[config.mk]
export PLATFORM = sky130hd
export DESIGN_NAME = cd_sector_parser_flat
export DESIGN_NICKNAME = d
export VERILOG_FILES = /design/src/rtl/cd_sector_parser_if.sv /design/src/rtl/cd_sector_parser.sv /design/src/flat_wrapper.sv
export SDC_FILE = /design/constraint.sdc
export NUM_CORES = 1
export LEC_CHECK = 0
export CAP_MARGIN = 0
export CELL_PAD_IN_SITES_DETAIL_PLACEMENT = 0
export CELL_PAD_IN_SITES_GLOBAL_PLACEMENT = 1
export CORE_ASPECT_RATIO = 0.7
export CORE_MARGIN = 1
export CORE_UTILIZATION = 45
export CTS_BUF_LIST = sky130_fd_sc_hd__clkbuf_4
export DETAILED_ROUTE_END_ITERATION = 10
export HOLD_SLACK_MARGIN = 0.06
export PLACE_DENSITY = 0.88
export REMOVE_ABC_BUFFERS = 1
export SLEW_MARGIN = 10
export SYNTH_ARGS = -nofsm -noshare
export SYNTH_HDL_FRONTEND = slang
export SYNTH_SLANG_ARGS = --single-unit
[constraint.sdc]
create_clock -name clk -period 11.4 [get_ports clk]
set_input_delay 2.85 -clock clk [delete_from_list [all_inputs] [get_ports clk]]
set_output_delay 2.85 -clock clk [all_outputs]
set_load 0.1 [all_outputs]
[src/rtl/cd_sector_parser_if.sv]
// Signal bundle between the sector cache word stream, the sector parser,
// the CDIC sector buffer RAM write port and the CDIC control status lines.
interface cd_sector_parser_if #(
    parameter int BANK_AW = 11
);
    logic [15:0]      cd_data;
    logic             cd_data_valid;
    logic             sector_delivered;
    logic [1:0]       bank_release;

    logic [BANK_AW:0] buf_addr;
    logic [15:0]      buf_data;
    logic             buf_we;

    logic             sector_done;
    logic             done_bank;
    logic             sync_ok;
    logic             len_err;
    logic [23:0]      hdr_msf;
    logic [7:0]       hdr_mode;
    logic [31:0]      subhdr;
    logic             overrun;
    logic [1:0]       bank_busy;

    modport master (
        input  cd_data, cd_data_valid, sector_delivered, bank_release,
        output buf_addr, buf_data, buf_we,
        output sector_done, done_bank, sync_ok, len_err,
        output hdr_msf, hdr_mode, subhdr, overrun, bank_busy
    );

    modport slave (
        output cd_data, cd_data_valid, sector_delivered, bank_release,
        input  buf_addr, buf_data, buf_we,
        input  sector_done, done_bank, sync_ok, len_err,
        input  hdr_msf, hdr_mode, subhdr, overrun, bank_busy
    );
endinterface

[src/rtl/cd_sector_parser.sv]
// Checks sector sync, decodes header/subheader, writes each sector into one of
// two ping-pong buffer banks and reports per-sector status to CDIC control.
module cd_sector_parser #(
    parameter int SECTOR_WORDS = 1188,
    parameter int BANK_AW      = 11
) (
    input  logic               clk,
    input  logic               reset,
    cd_sector_parser_if.master bus
);

    localparam logic [10:0] SECTOR_LEN = 11'(SECTOR_WORDS);
    localparam logic [10:0] IDX_MAX    = 11'h7FF;

    typedef enum logic [2:0] {
        IDLE,
        SYNC,
        HEADER,
        BODY,
        DROP
    } state_t;

    state_t      state;
    state_t      next_state;

    logic [10:0] word_idx;
    logic [10:0] idx_upd;
    logic        cur_bank;
    logic        sector_bank;
    logic        pick_bank;
    logic        wr_bank;

    logic        sync_acc;
    logic        sync_acc_upd;
    logic        excess;
    logic        excess_upd;
    logic [15:0] sync_expect;
    logic        in_sync;

    logic [23:0] msf_lat;
    logic [23:0] msf_upd;
    logic [7:0]  mode_lat;
    logic [7:0]  mode_upd;
    logic [31:0] sub_lat;
    logic [31:0] sub_upd;

    logic        word_accept;
    logic        word_write;
    logic        start_sector;
    logic        start_drop;
    logic        finish;
    logic [1:0]  set_mask;

    always_ff @(posedge clk or posedge reset) begin
        if (reset) begin
            state <= IDLE;
        end else begin
            state <= next_state;
        end
    end

    // Bank occupancy is only consulted on the first word; a sector that
    // finds both banks busy is dropped as a whole.
    always_comb begin
        next_state   = state;
        word_accept  = 1'b0;
        start_sector = 1'b0;
        start_drop   = 1'b0;
        finish       = 1'b0;
        pick_bank    = cur_bank;

        case (state)
            IDLE: begin
                if (bus.cd_data_valid) begin
                    if (!bus.bank_busy[cur_bank]) begin
                        pick_bank    = cur_bank;
                        start_sector = 1'b1;
                        word_accept  = 1'b1;
                        next_state   = SYNC;
                    end else if (!bus.bank_busy[~cur_bank]) begin
                        pick_bank    = ~cur_bank;
                        start_sector = 1'b1;
                        word_accept  = 1'b1;
                        next_state   = SYNC;
                    end else begin
                        start_drop = 1'b1;
                        next_state = DROP;
                    end
                end
            end
            SYNC, HEADER, BODY: begin
                word_accept = bus.cd_data_valid;
                if (bus.sector_delivered) begin
                    finish     = 1'b1;
                    next_state = IDLE;
                end else if (bus.cd_data_valid && state == SYNC && word_idx == 11'd5) begin
                    next_state = HEADER;
                end else if (bus.cd_data_valid && state == HEADER && word_idx == 11'd11) begin
                    next_state = BODY;
                end
            end
            DROP: begin
                if (bus.sector_delivered) begin
                    next_state = IDLE;
                end
            end
            default: begin
                next_state = IDLE;
            end
        endcase
    end

    // Per-word updates, computed so that a word arriving with the end-of-sector
    // pulse is already folded into the published status.
    always_comb begin
        wr_bank      = (state == IDLE) ? pick_bank : sector_bank;
        in_sync      = (word_idx < 11'd6);
        sync_expect  = 16'h0000;
        idx_upd      = word_idx;
        sync_acc_upd = start_sector ? 1'b1 : sync_acc;
        excess_upd   = start_sector ? 1'b0 : excess;
        msf_upd      = start_sector ? 24'h0 : msf_lat;
        mode_upd     = start_sector ? 8'h0 : mode_lat;
        sub_upd      = start_sector ? 32'h0 : sub_lat;
        word_write   = 1'b0;

        case (word_idx)
            11'd0:                      sync_expect = 16'h00FF;
            11'd1, 11'd2, 11'd3, 11'd4: sync_expect = 16'hFFFF;
            11'd5:                      sync_expect = 16'hFF00;
            default:                    sync_expect = 16'h0000;
        endcase

        if (word_accept) begin
            if (word_idx != IDX_MAX) begin
                idx_upd = word_idx + 11'd1;
            end
            if (in_sync && bus.cd_data != sync_expect) begin
                sync_acc_upd = 1'b0;
            end
            if (word_idx < SECTOR_LEN) begin
                word_write = 1'b1;
            end else begin
                excess_upd = 1'b1;
            end
            case (word_idx)
                11'd6: msf_upd[23:8] = bus.cd_data;
                11'd7: begin
                    msf_upd[7:0] = bus.cd_data[15:8];
                    mode_upd     = bus.cd_data[7:0];
                end
                11'd8:   sub_upd[31:16] = bus.cd_data;
                11'd9:   sub_upd[15:0]  = bus.cd_data;
                default: ;
            endcase
        end

        set_mask = 2'b00;
        if (finish) begin
            set_mask = sector_bank ? 2'b10 : 2'b01;
        end
    end

    always_ff @(posedge clk or posedge reset) begin
        if (reset) begin
            word_idx    <= 11'h0;
            cur_bank    <= 1'b0;
            sector_bank <= 1'b0;
            sync_acc    <= 1'b0;
            excess      <= 1'b0;
            msf_lat     <= 24'h0;
            mode_lat    <= 8'h0;
            sub_lat     <= 32'h0;
        end else begin
            word_idx <= (next_state == IDLE || next_state == DROP) ? 11'h0 : idx_upd;
            sync_acc <= sync_acc_upd;
            excess   <= excess_upd;
            msf_lat  <= msf_upd;
            mode_lat <= mode_upd;
            sub_lat  <= sub_upd;
            if (start_sector) begin
                sector_bank <= pick_bank;
            end
            if (finish) begin
                cur_bank <= ~sector_bank;
            end
        end
    end

    always_ff @(posedge clk or posedge reset) begin
        if (reset) begin
            bus.buf_we   <= 1'b0;
            bus.buf_addr <= '0;
            bus.buf_data <= 16'h0;
        end else begin
            bus.buf_we <= word_write;
            if (word_write) begin
                bus.buf_addr <= {wr_bank, BANK_AW'(word_idx)};
                bus.buf_data <= bus.cd_data;
            end
        end
    end

    // A release landing in the same clock as a set of that bank loses.
    always_ff @(posedge clk or posedge reset) begin
        if (reset) begin
            bus.sector_done <= 1'b0;
            bus.overrun     <= 1'b0;
            bus.done_bank   <= 1'b0;
            bus.sync_ok     <= 1'b0;
            bus.len_err     <= 1'b0;
            bus.hdr_msf     <= 24'h0;
            bus.hdr_mode    <= 8'h0;
            bus.subhdr      <= 32'h0;
            bus.bank_busy   <= 2'b00;
        end else begin
            bus.sector_done <= finish;
            bus.overrun     <= start_drop;
            bus.bank_busy   <= (bus.bank_busy & ~bus.bank_release) | set_mask;
            if (finish) begin
                bus.done_bank <= sector_bank;
                bus.sync_ok   <= sync_acc_upd & (idx_upd >= 11'd6);
                bus.len_err   <= (idx_upd != SECTOR_LEN) | excess_upd;
                bus.hdr_msf   <= msf_upd;
                bus.hdr_mode  <= mode_upd;
                bus.subhdr    <= sub_upd;
            end
        end
    end

endmodule

[src/flat_wrapper.sv]
// flat-port wrapper written by rule: the top's interface ports become plain ports
module cd_sector_parser_flat 
#(
    parameter int SECTOR_WORDS = 1188,
    parameter int BANK_AW      = 11
)
  (clk, reset, bus_cd_data, bus_cd_data_valid, bus_sector_delivered, bus_bank_release, bus_buf_addr, bus_buf_data, bus_buf_we, bus_sector_done, bus_done_bank, bus_sync_ok, bus_len_err, bus_hdr_msf, bus_hdr_mode, bus_subhdr, bus_overrun, bus_bank_busy);
  cd_sector_parser_if #(.BANK_AW(BANK_AW)) bus_i ();
  input  logic clk;
  input  logic reset;
  input wire logic [$bits(bus_i.cd_data)-1:0] bus_cd_data;
  input wire logic [$bits(bus_i.cd_data_valid)-1:0] bus_cd_data_valid;
  input wire logic [$bits(bus_i.sector_delivered)-1:0] bus_sector_delivered;
  input wire logic [$bits(bus_i.bank_release)-1:0] bus_bank_release;
  output wire logic [$bits(bus_i.buf_addr)-1:0] bus_buf_addr;
  output wire logic [$bits(bus_i.buf_data)-1:0] bus_buf_data;
  output wire logic [$bits(bus_i.buf_we)-1:0] bus_buf_we;
  output wire logic [$bits(bus_i.sector_done)-1:0] bus_sector_done;
  output wire logic [$bits(bus_i.done_bank)-1:0] bus_done_bank;
  output wire logic [$bits(bus_i.sync_ok)-1:0] bus_sync_ok;
  output wire logic [$bits(bus_i.len_err)-1:0] bus_len_err;
  output wire logic [$bits(bus_i.hdr_msf)-1:0] bus_hdr_msf;
  output wire logic [$bits(bus_i.hdr_mode)-1:0] bus_hdr_mode;
  output wire logic [$bits(bus_i.subhdr)-1:0] bus_subhdr;
  output wire logic [$bits(bus_i.overrun)-1:0] bus_overrun;
  output wire logic [$bits(bus_i.bank_busy)-1:0] bus_bank_busy;
  assign bus_i.cd_data = bus_cd_data;
  assign bus_i.cd_data_valid = bus_cd_data_valid;
  assign bus_i.sector_delivered = bus_sector_delivered;
  assign bus_i.bank_release = bus_bank_release;
  assign bus_buf_addr = bus_i.buf_addr;
  assign bus_buf_data = bus_i.buf_data;
  assign bus_buf_we = bus_i.buf_we;
  assign bus_sector_done = bus_i.sector_done;
  assign bus_done_bank = bus_i.done_bank;
  assign bus_sync_ok = bus_i.sync_ok;
  assign bus_len_err = bus_i.len_err;
  assign bus_hdr_msf = bus_i.hdr_msf;
  assign bus_hdr_mode = bus_i.hdr_mode;
  assign bus_subhdr = bus_i.subhdr;
  assign bus_overrun = bus_i.overrun;
  assign bus_bank_busy = bus_i.bank_busy;
  cd_sector_parser #(.SECTOR_WORDS(SECTOR_WORDS), .BANK_AW(BANK_AW)) u_core (.clk(clk), .reset(reset), .bus(bus_i));
endmodule
==> impl_summary.md <==
Critical path
The slowest stage of the critical path is the clkdlybuf4s50_1 cell. The arrival time at the worst endpoint is 2.25 ns. The startpoint identified for the worst register-to-register timing path is u_core.word_idx[0]. The worst setup path is captured at a primary output. For this run, the slowest stage of the critical path takes 1.18 ns.

Of all nets on the critical path, the largest fanout is 8. The worst setup path is launched from a flop. Tracing the worst setup path back leads to its startpoint at u_core.bus.bank_busy[0].

The number of buffers and inverters on the critical path is 1. Among cell families on the critical path, the largest total delay comes from buffers and inverters. For the worst setup path, the data required time is 8.55 ns.

The critical path is of the reg2out type. The signal on the critical path passes through clkdlybuf4s50_1.

Final layout
The area of the multi-input gates is 2670 sq um. The post-synthesis to final-layout area growth is 20.6%. Across the whole layout, storage elements account for 4550 sq um. Counting the fill cells in the layout gives 1413. The net count reported at finish is 831. In the final layout, the share of cells above drive strength 1 is 0.109.

Synth
The count of state elements after synthesis is 182. Synthesis handed over a netlist of 706 instances. The number of enable-type register cells in the synthesized netlist is 0.

Of the post-synthesis cell area, the dominant cell type holds 0.602. For this run, the leading register cell type out of synthesis is dfrtp_1. The number of warning messages in the yosys log is 0. The share of synthesized flip-flops with an asynchronous set or reset is 1.00. The register area share after synthesis is 0.602. The synthesized area is 7560 sq um.

Summed over all instances, the cell type with the most area after synthesis is dfrtp_1. The per-instance average area after synthesis is 10.7 sq um. The count of unique library cells instantiated by Yosys is 65. Ranked by total cell area, the synthesized netlist is headed by dfrtp_1 (60%), mux2_2 (5.8%), nand2_1 (5.2%).

Clock tree
The number of CTS-inserted buffers is 17. The clock reaches the later pin of the worst-skew pair after 0.59 ns. The count of clock tree sinks is 182. TritonCTS built the clock tree. Clock-pin slew was measured on the worst setup and hold paths at 0.12 ns.

The H-tree depth is 4. For this design, the CTS-stage hold fixing added 0 buffers. The count of cells resized by post-cts repair is 0.

Once the clock tree was built, the setup fixing pass inserted 0 buffers. Counting along the longest clock path gives a buffer depth of 2. The root buffer cell chosen for the clock tree is clkbuf_4.

Floorplanning
The floorplan row count is 39. 122 I/O pins were placed. The floorplan step defined a die boundary enclosing 17300 sq um. For this configuration, the core starts out at a cell density of 0.463. The vertical die dimension is 110 microns. Measured along the x axis, the die boundary spans 157 microns. The core region is 16300 sq um.

Timing
The relative slew slack is 0.257. The number of hold-slack violations in the final timing report is 0. Timing would allow up to 196 MHz. Setup repair after global routing left no endpoint under its margin. Setup violations remaining at the end of the flow were counted as 0. The setup TNS after final layout is 0 ns. The final critical-path required period is 5.10 ns.

Dividing the final minimum period by the clock period gives 0.447. The worst clock skew on the final layout is 0.0187 ns. The max-slew violation count is 0.

The transition time at the pin with the least slew margin is 1.11 ns.

Place
The final weighted congestion of routability-driven global placement is 0.902. The number of port buffers is 121. After legalization and detailed placement, the total HPWL measured 12300 microns.

Drt
The routed length per instance is 17.8 microns. For this block, the routed nets add up to 18500 microns of wire. After the first detailed-routing iteration, the DRC count stood at 504. In the routed design, unresolved DRC markers number 0. The detailed router placed 5747 vias in this run. The total iterations of the first detailed-routing run is 5. The number of nets with antenna violations after detailed routing is 0. In the routed layout, each cell is associated on average with a via count of 5.51.

Global routing
The initial antenna violation count is 1. The overflow left after global routing is 0. The wire length of the first global-routing pass is 30400 microns. The total track usage is 0.230. The number of global-route vias before repair is 5690. The largest net degree at the start of global routing is 100.

Pwr
The design draws 2.11 mW. The cell leakage power is 4.20 nW. Across the VDD grid, the largest voltage drop is 0.149 mV.

Power spread over the standard cell area amounts to 231 nW/um^2.

Min path
The worst hold path begins at u_core.bus.buf_data[10]. The worst min-delay path category is reg2reg.

Run status
The flow ran to the end, and the final reports show no timing, DRC or antenna violations.

Flow run
Across the run, the number of max-cap violations was 0.
cells in the mapped netlist (3+ instances only):
cell and instances:
nand2_1 105, nor2_1 52, or4_1 3, buf_6 6
dfrtp_1 182, a31oi_1 36, inv_1 24, buf_2 6
buf_1 7, o21ai_0 38, xnor2_1 7, nor3_1 5
nor4_1 6, nand4_1 5, o21ai_1 20, o31a_1 3
nand3_1 71, nand2b_1 3, xor2_1 3, a21oi_1 6
ha_1 4, nand3b_1 3, mux2i_1 3, clkbuf_1 23
mux2_2 39
path summary, 6_finish.rpt:
| path | endpoint | slack [ns] | cells past startpoint |
|---|---|---|---|
| setup / recovery | bus_bank_busy[0] | 6.30 | 1 |
| min in group asynchronous | u_core.excess | 2.80 | 2 |
| hold reg to reg | u_core.bus.buf_data[10] | 0.49 | 2 |
| max in group asynchronous | u_core.bus.subhdr[8] | 7.03 | 3 |
| hold / removal | u_core.bus.buf_data[10] | 0.49 | 2 |
| setup reg to reg | u_core.bus.len_err | 8.29 | 7 |
final cells by class:
class	count	share of cell area
antenna	1	0.000274
multi-input combinational	452	0.292
clock inverter	7	0.00878
clock buffer	24	0.0198
tap	225	0.0309
inverter	25	0.0110
timing repair buffer	127	0.138
sequential	182	0.499
per-layer routing:
metal	wire [microns]	GRT usage	up-vias	part of all wire
met5	0	0	-	0
met3	1460	0.0640	35	0.079
li1	-	-	2657	-
met1	8590	0.333	2827	0.46
met2	8110	0.330	228	0.44
met4	359	0.0824	0	0.019
through the flow:
| stage | setup WS [ns] | util | hold WS, ns | instance area (sq um) | cells |
|---|---|---|---|---|---|
| 3_5_place_dp | 5.97 | 0.542 | 0.469 | 8860 | 1011 |
| 2_1_floorplan | 3.61 | - | 0.459 | 7310 | 659 |
| 5_1_grt | 6.18 | 0.558 | 0.539 | 9120 | 1043 |
| 4_1_cts | 6.27 | 0.558 | 0.497 | 9120 | 1042 |
| 6_report | 6.30 | 0.558 | 0.492 | 9120 | 1043 |
| 3_3_place_gp | 6.11 | 0.542 | 0.462 | 8860 | 1011 |
cells in the final DEF, fill, tap and decap left out, types with 3 or more instances in the layout:
cell,count
clkbuf_4,24
o21ai_0,38
nand2_1,105
buf_4,6
o21ai_1,20
xor2_1,3
xnor2_1,7
mux2i_1,3
mux2_2,39
a31oi_1,36
nand2b_1,3
nand3b_1,3
nand3_1,70
nor2_1,52
o31a_1,3
nand4_1,5
dfrtp_1,182
nor4_1,6
a21oi_1,6
or4_1,3
ha_1,4
clkinv_1,4
inv_1,23
nor3_1,5
clkdlybuf4s50_1,121
state kept, by name, summed over array words and instances (netlist names), 2 cells and up:
register              flops
u_core.state              3
u_core.bus.hdr_mode       8
u_core.bus.buf_data      16
u_core.bus.subhdr        32
u_core.sub_lat           32
u_core.word_idx          11
u_core.msf_lat           24
u_core.mode_lat           8
u_core.bus.bank_busy      2
u_core.bus.buf_addr      12
u_core.bus.hdr_msf       24
cell families (layout without fill, tap and decap cells):
family,after synthesis,in the layout,synth area share
xor+xnor,10,10,0.0116
flops,182,182,0.602
other cells,0,1,0
fa+ha+maj,4,4,0.00662
buf+inv,72,183,0.0457
simple gates,273,273,0.172
compound gates,123,123,0.0995
mux,42,42,0.0621
power by group:
part / internal, mW / switching, mW / total (mW)
clock network: 0.143 / 0.202 / 0.345
logic: 0.208 / 0.755 / 0.963
registers: 0.730 / 0.0687 / 0.799
Power figures use the tool's default switching activity.
